[config.mk]
export PLATFORM = sky130hd
export DESIGN_NAME = writeback_unit_flat
export DESIGN_NICKNAME = d
export VERILOG_FILES = /design/src/rtl/writeback_if.sv /design/src/rtl/writeback_unit.sv /design/src/flat_wrapper.sv
export SDC_FILE = /design/constraint.sdc
export NUM_CORES = 1
export LEC_CHECK = 0
export ABC_AREA = 0
export BUFFER_PORTS_ARGS = -buffer_cell sky130_fd_sc_hd__buf_2
export CAP_MARGIN = 5
export CELL_PAD_IN_SITES_DETAIL_PLACEMENT = 0
export CELL_PAD_IN_SITES_GLOBAL_PLACEMENT = 1
export CORE_ASPECT_RATIO = 0.8
export CORE_MARGIN = 4
export CORE_UTILIZATION = 45
export CTS_BUF_LIST = sky130_fd_sc_hd__clkbuf_2
export DETAILED_ROUTE_END_ITERATION = 16
export MAX_ROUTING_LAYER = met4
export PLACE_DENSITY_LB_ADDON = 0.1
export SLEW_MARGIN = 20
export SYNTH_ARGS = -nofsm -noshare
export SYNTH_HDL_FRONTEND = slang
export SYNTH_SLANG_ARGS = --single-unit
[constraint.sdc]
create_clock -name clk -period 3.9 [get_ports clk]
set_input_delay 0.39 -clock clk [delete_from_list [all_inputs] [get_ports clk]]
set_output_delay 0.39 -clock clk [all_outputs]
set_load 0.01 [all_outputs]
[src/rtl/writeback_if.sv]
// writeback_if: bundles the writeback unit's pipeline input, mul/div
// handshake and register-file write port.
//   pipe_valid/pipe_rd/pipe_data : single-cycle pipeline result (no stall)
//   md_valid/md_ready/md_rd/md_data : mul/div result, valid/ready handshake
//   we/rd_addr/rd_data           : registered register-file write port
//   md_pending                   : buffered md result count for hazard logic
// modport slave  : writeback unit side
// modport master : producer / register-file side
interface writeback_if #(
  parameter int XLEN     = 32,
  parameter int MD_DEPTH = 2
);
  logic                        pipe_valid;
  logic [4:0]                  pipe_rd;
  logic [XLEN-1:0]             pipe_data;
  logic                        md_valid;
  logic                        md_ready;
  logic [4:0]                  md_rd;
  logic [XLEN-1:0]             md_data;
  logic                        we;
  logic [4:0]                  rd_addr;
  logic [XLEN-1:0]             rd_data;
  logic [$clog2(MD_DEPTH):0]   md_pending;

  modport slave (
    input  pipe_valid, pipe_rd, pipe_data, md_valid, md_rd, md_data,
    output md_ready, we, rd_addr, rd_data, md_pending
  );

  modport master (
    output pipe_valid, pipe_rd, pipe_data, md_valid, md_rd, md_data,
    input  md_ready, we, rd_addr, rd_data, md_pending
  );
endinterface

[src/rtl/writeback_unit.sv]
// writeback_unit: arbitrates the single register-file write slot between the
// never-stalling pipeline result and a small FIFO of mul/div results.
// Ports:
//   clk   : rising-edge clock
//   rst_n : asynchronous active-low reset
//   wb    : writeback_if.slave (pipeline in, md handshake, rf write, md_pending)
// Parameters: XLEN data width, MD_DEPTH md buffer depth (power of 2, >= 2).
// Optional feature: define WB_BYPASS_EN to let an md result that arrives with
// an empty FIFO and an idle pipeline be written in the same edge.
module writeback_unit #(
  parameter int XLEN     = 32,
  parameter int MD_DEPTH = 2
) (
  input  logic        clk,
  input  logic        rst_n,
  writeback_if.slave  wb
);
  localparam int PW = $clog2(MD_DEPTH);
  localparam int CW = PW + 1;

  logic [4:0]      fifo_rd   [MD_DEPTH];
  logic [XLEN-1:0] fifo_data [MD_DEPTH];
  logic [PW-1:0]   wr_ptr, rd_ptr;
  logic [CW-1:0]   count, count_nxt;
  logic            md_ready_q;
  logic            we_q;
  logic [4:0]      rd_addr_q;
  logic [XLEN-1:0] rd_data_q;

  logic pipe_req, md_keep, fifo_empty, bypass, push, pop;

  always_comb begin
    pipe_req   = wb.pipe_valid && (wb.pipe_rd != 5'd0);
    // x0 md results complete the handshake but are dropped here
    md_keep    = wb.md_valid && md_ready_q && (wb.md_rd != 5'd0);
    fifo_empty = (count == '0);
`ifdef WB_BYPASS_EN
    bypass     = md_keep && fifo_empty && !pipe_req;
`else
    bypass     = 1'b0;
`endif
    push       = md_keep && !bypass;
    pop        = !pipe_req && !fifo_empty;
    count_nxt  = count + CW'(push) - CW'(pop);
  end

  // Storage needs no reset: occupancy gates every read.
  always_ff @(posedge clk) begin
    if (push) begin
      fifo_rd[wr_ptr]   <= wb.md_rd;
      fifo_data[wr_ptr] <= wb.md_data;
    end
  end

  always_ff @(posedge clk or negedge rst_n) begin
    if (!rst_n) begin
      wr_ptr     <= '0;
      rd_ptr     <= '0;
      count      <= '0;
      md_ready_q <= 1'b1;
      we_q       <= 1'b0;
      rd_addr_q  <= '0;
      rd_data_q  <= '0;
    end else begin
      if (push) wr_ptr <= wr_ptr + PW'(1);
      if (pop)  rd_ptr <= rd_ptr + PW'(1);
      count <= count_nxt;
      // Registered from next occupancy so a same-edge pop cannot reopen
      // md_ready combinationally.
      md_ready_q <= (count_nxt != CW'(MD_DEPTH));
      if (pipe_req) begin
        we_q      <= 1'b1;
        rd_addr_q <= wb.pipe_rd;
        rd_data_q <= wb.pipe_data;
      end else if (pop) begin
        we_q      <= 1'b1;
        rd_addr_q <= fifo_rd[rd_ptr];
        rd_data_q <= fifo_data[rd_ptr];
      end else if (bypass) begin
        we_q      <= 1'b1;
        rd_addr_q <= wb.md_rd;
        rd_data_q <= wb.md_data;
      end else begin
        we_q      <= 1'b0;
      end
    end
  end

  assign wb.md_ready   = md_ready_q;
  assign wb.we         = we_q;
  assign wb.rd_addr    = rd_addr_q;
  assign wb.rd_data    = rd_data_q;
  assign wb.md_pending = count;
endmodule

[src/flat_wrapper.sv]
// flat-port wrapper written by rule: the top's interface ports become plain ports
module writeback_unit_flat 
#(
  parameter int XLEN     = 32,
  parameter int MD_DEPTH = 2
)
  (clk, rst_n, wb_pipe_valid, wb_pipe_rd, wb_pipe_data, wb_md_valid, wb_md_rd, wb_md_data, wb_md_ready, wb_we, wb_rd_addr, wb_rd_data, wb_md_pending);
  writeback_if #(.XLEN(XLEN), .MD_DEPTH(MD_DEPTH)) wb_i ();
  input  logic clk;
  input  logic rst_n;
  input wire logic [$bits(wb_i.pipe_valid)-1:0] wb_pipe_valid;
  input wire logic [$bits(wb_i.pipe_rd)-1:0] wb_pipe_rd;
  input wire logic [$bits(wb_i.pipe_data)-1:0] wb_pipe_data;
  input wire logic [$bits(wb_i.md_valid)-1:0] wb_md_valid;
  input wire logic [$bits(wb_i.md_rd)-1:0] wb_md_rd;
  input wire logic [$bits(wb_i.md_data)-1:0] wb_md_data;
  output wire logic [$bits(wb_i.md_ready)-1:0] wb_md_ready;
  output wire logic [$bits(wb_i.we)-1:0] wb_we;
  output wire logic [$bits(wb_i.rd_addr)-1:0] wb_rd_addr;
  output wire logic [$bits(wb_i.rd_data)-1:0] wb_rd_data;
  output wire logic [$bits(wb_i.md_pending)-1:0] wb_md_pending;
  assign wb_i.pipe_valid = wb_pipe_valid;
  assign wb_i.pipe_rd = wb_pipe_rd;
  assign wb_i.pipe_data = wb_pipe_data;
  assign wb_i.md_valid = wb_md_valid;
  assign wb_i.md_rd = wb_md_rd;
  assign wb_i.md_data = wb_md_data;
  assign wb_md_ready = wb_i.md_ready;
  assign wb_we = wb_i.we;
  assign wb_rd_addr = wb_i.rd_addr;
  assign wb_rd_data = wb_i.rd_data;
  assign wb_md_pending = wb_i.md_pending;
  writeback_unit #(.XLEN(XLEN), .MD_DEPTH(MD_DEPTH)) u_core (.clk(clk), .rst_n(rst_n), .wb(wb_i));
endmodule
==> out/results.txt <==
status = finished clean
met2 wire length = 5390 um
Min Hold Slack = 96.7 ps
layout net count = 590
Tcrit/Tclk final = 65.0%
clk_lat worst skew = 630 ps
routed wire length = 11200 um
Slew HR = 29.5%
met3 routed WL = 714 um
final hold viol count = 0
row count = 33
Mapped Avg Cell Area = 15.1 um^2
Root Buffer Master = clkbuf_2
share of layout cells above drive strength 1 = 36.5%
Crit. End Element = flop
final setup fails = 0
PostCTS Resize Cnt = 0
P_leak = 2.63 nW
Synth Warn # = 0
post-synthesis instance total = 313
die height = 99.7 um
first-pass GRT wire length = 17400 um
Crit path largest cell delay = 800 ps
Post-CTS Hold Buffers = 75
Die W = 123 um
unrepaired setup endpoints after global routing = false
Data required, critical path = 4470 ps
Max-Cap Viols = 0
async set-reset flop share out of synthesis = 36.8%
Syn-to-layout area delta = 36.3%
Post-synth EDFFs = 74
vias in the first global route = 3434
Top Metal Used = met4
initial antenna violation count = 0
DR vias = 3286
drt pass-1 iters = 5
flops & latches, synth = 117
clk slew on worst S/H paths = 160 ps
PD cells = 637 nW/um^2
Seq/Total Area, Yosys = 69.7%
prevailing post-synth register cell = edfxtp_1
total die area = 12200 um^2
Crit-path slowest cell = dfrtp_1
clock skew = 18.9 ps
TritonCTS Buffers = 17
Syn Nets = 393
FMAX = 395 MHz
clk buf depth = 2
total grt overflow = 0
setup TNS = 0 ps
Final ANT Viol Nets = 0
CTS tree = done
DRT iter0 DRCs = 197
antenna fix cells = 0
Vias per Instance = 4.96
drt wl/cell = 16.9 um
Hold WC Path Type = in -> reg
initial core utilization = 46.2%
Critical Path Source Type = flop
core area = 10200 um^2
DP HPWL = 6840 um
I/O pin total = 119
Final Max Slew Viols = 0
PortBufs = 118
final critical-path required period = 2530 ps
All-Layer GR Usage = 19.6%
# DRC = 0
Post-CTS Setup Inserts = 0
Clock Sinks = 117
CP Cell Sequence = nor2_1 > nor2_1 > ha_1 > inv_1 > ha_1 > xnor2_1 > xnor2_1 > nand2b_1
GPL Wtd Cong = 0.765
Netlist Area Pre-Place = 4730 um^2
M1 WL = 5060 um
Crit Path Max Fanout = 25
slew of the pin with the lowest slew margin = 1060 ps
largest net degree at the start of global routing = 44
peak supply drop = 0.000285 V
CP arrival = 3100 ps
Yosys cell types = 31
Tot Pwr = 4.11 mW
critical path class = reg -> reg
H-tree depth = 4
cell usage in the layout (no fill, tap or decap), types with 3 or more instances in the layout:
master / netlist / routed
o31ai_1: 3 / 3
mux2i_1: 34 / 34
nor2_1: 6 / 6
a211oi_1: 3 / 3
edfxtp_1: 74 / 74
buf_2: 10 / 117
nor2b_1: 4 / 3
mux2_2: 32 / 32
bufinv_16: 0 / 3
dlygate4sd3_1: 0 / 75
clkinv_1: 0 / 5
a21oi_1: 34 / 34
nor3_1: 35 / 35
clkbuf_2: 0 / 18
clkinv_2: 0 / 5
buf_4: 0 / 5
nand2_1: 4 / 4
dfrtp_1: 42 / 41
critical path, delay by kind of cell (launching register included):
kind	cells	cell delay (ps)
buffers and inverters	1	40
DFF	1	800
and+or+nand+nor	3	850
adders and majority gates	2	460
xor gates and xnor gates	2	330
synth_stat cells, types with 2 or more instances:
cell	instances	area [um^2]
edfxtp_1	74	2220
dfrtp_1	42	1050
nor3_1	35	175
a21oi_1	34	170
mux2i_1	34	340
mux2_2	32	360
buf_2	10	50.1
clkbuf_1	6	22.5
nor2_1	6	22.5
nand2_1	4	15.0
nor2b_1	4	25.0
a211oi_1	3	22.5
buf_6	3	33.8
o31ai_1	3	22.5
a22o_1	2	17.5
buf_1	2	7.51
ha_1	2	25.0
inv_1	2	7.51
or2_2	2	12.5
xnor2_1	2	17.5
layer usage:
metal / up-vias / track usage [%]
li1: 1579 / -
met1: 1587 / 25.0
met2: 116 / 31.0
met3: 4 / 5.23
met4: 0 / 5.59
met5: - / -
metrics by stage:
| stage | util (%) | area, um^2 | std cells | worst slack (ps) |
|---|---|---|---|---|
| 2_1_floorplan | - | 4730 | 313 | 1010 |
| 3_3_place_gp | 53.0 | 5430 | 554 | 1420 |
| 3_5_place_dp | 53.4 | 5470 | 556 | 1400 |
| 4_1_cts | 63.0 | 6450 | 663 | 1310 |
| 5_1_grt | 63.0 | 6450 | 663 | 1180 |
| 6_report | 63.0 | 6450 | 663 | 1370 |
cells by family (layout without fill, tap and decap cells):
logic type,Yosys count,after routing,share of synthesized area (%)
muxes,66,66,14.8
DFF,117,117,69.7
adders and majority gates,2,2,0.529
xor gates and xnor gates,3,3,0.555
buffers and inverters,23,233,2.56
AOI/OAI and AO/OA,47,47,5.92
and+or+nand+nor,55,55,5.92
state kept, by name, indices dropped and copies added (netlist names):
register and flops:
u_core.fifo_data 64, u_core.fifo_rd 10, u_core.wb.rd_addr 5, u_core.wb.rd_data 32
u_core.wb.we 1, u_core.rd_ptr 1, u_core.wr_ptr 1, u_core.wb.md_pending 2
u_core.wb.md_ready 1
cell type report:
class                   instances  area [um^2]
clock buffers                  18         90.1
clock inverters                14          141
fillers                       831         3790
inverters                       2         7.51
multi-input cells             173         1320
flip-flops and latches        117         3300
well taps                     140          175
repair buffers                199         1420
where the power goes:
part           internal, mW  leakage, nW  switching [mW]
clock                 0.343        0.145           0.433
sequential             1.69         1.18           0.306
combinational         0.639         1.31           0.697
total                  2.67         2.63            1.44
final timing paths:
kind | from | slack [ps] | depth (start not counted) | endpoint
max | u_core.wb.md_pending[1] | 1370 | 8 | u_core.wb.md_ready
min | wb_pipe_valid | 100 | 3 | u_core.wb.rd_addr[2]
max reg2reg | u_core.wb.md_pending[1] | 1370 | 8 | u_core.wb.md_ready
min reg2reg | u_core.wr_ptr | 550 | 1 | u_core.wr_ptr
max in group asynchronous | rst_n | 3170 | 2 | u_core.rd_ptr
min in group asynchronous | rst_n | 290 | 2 | u_core.wb.rd_data[4]
Power figures use the tool's default switching activity.
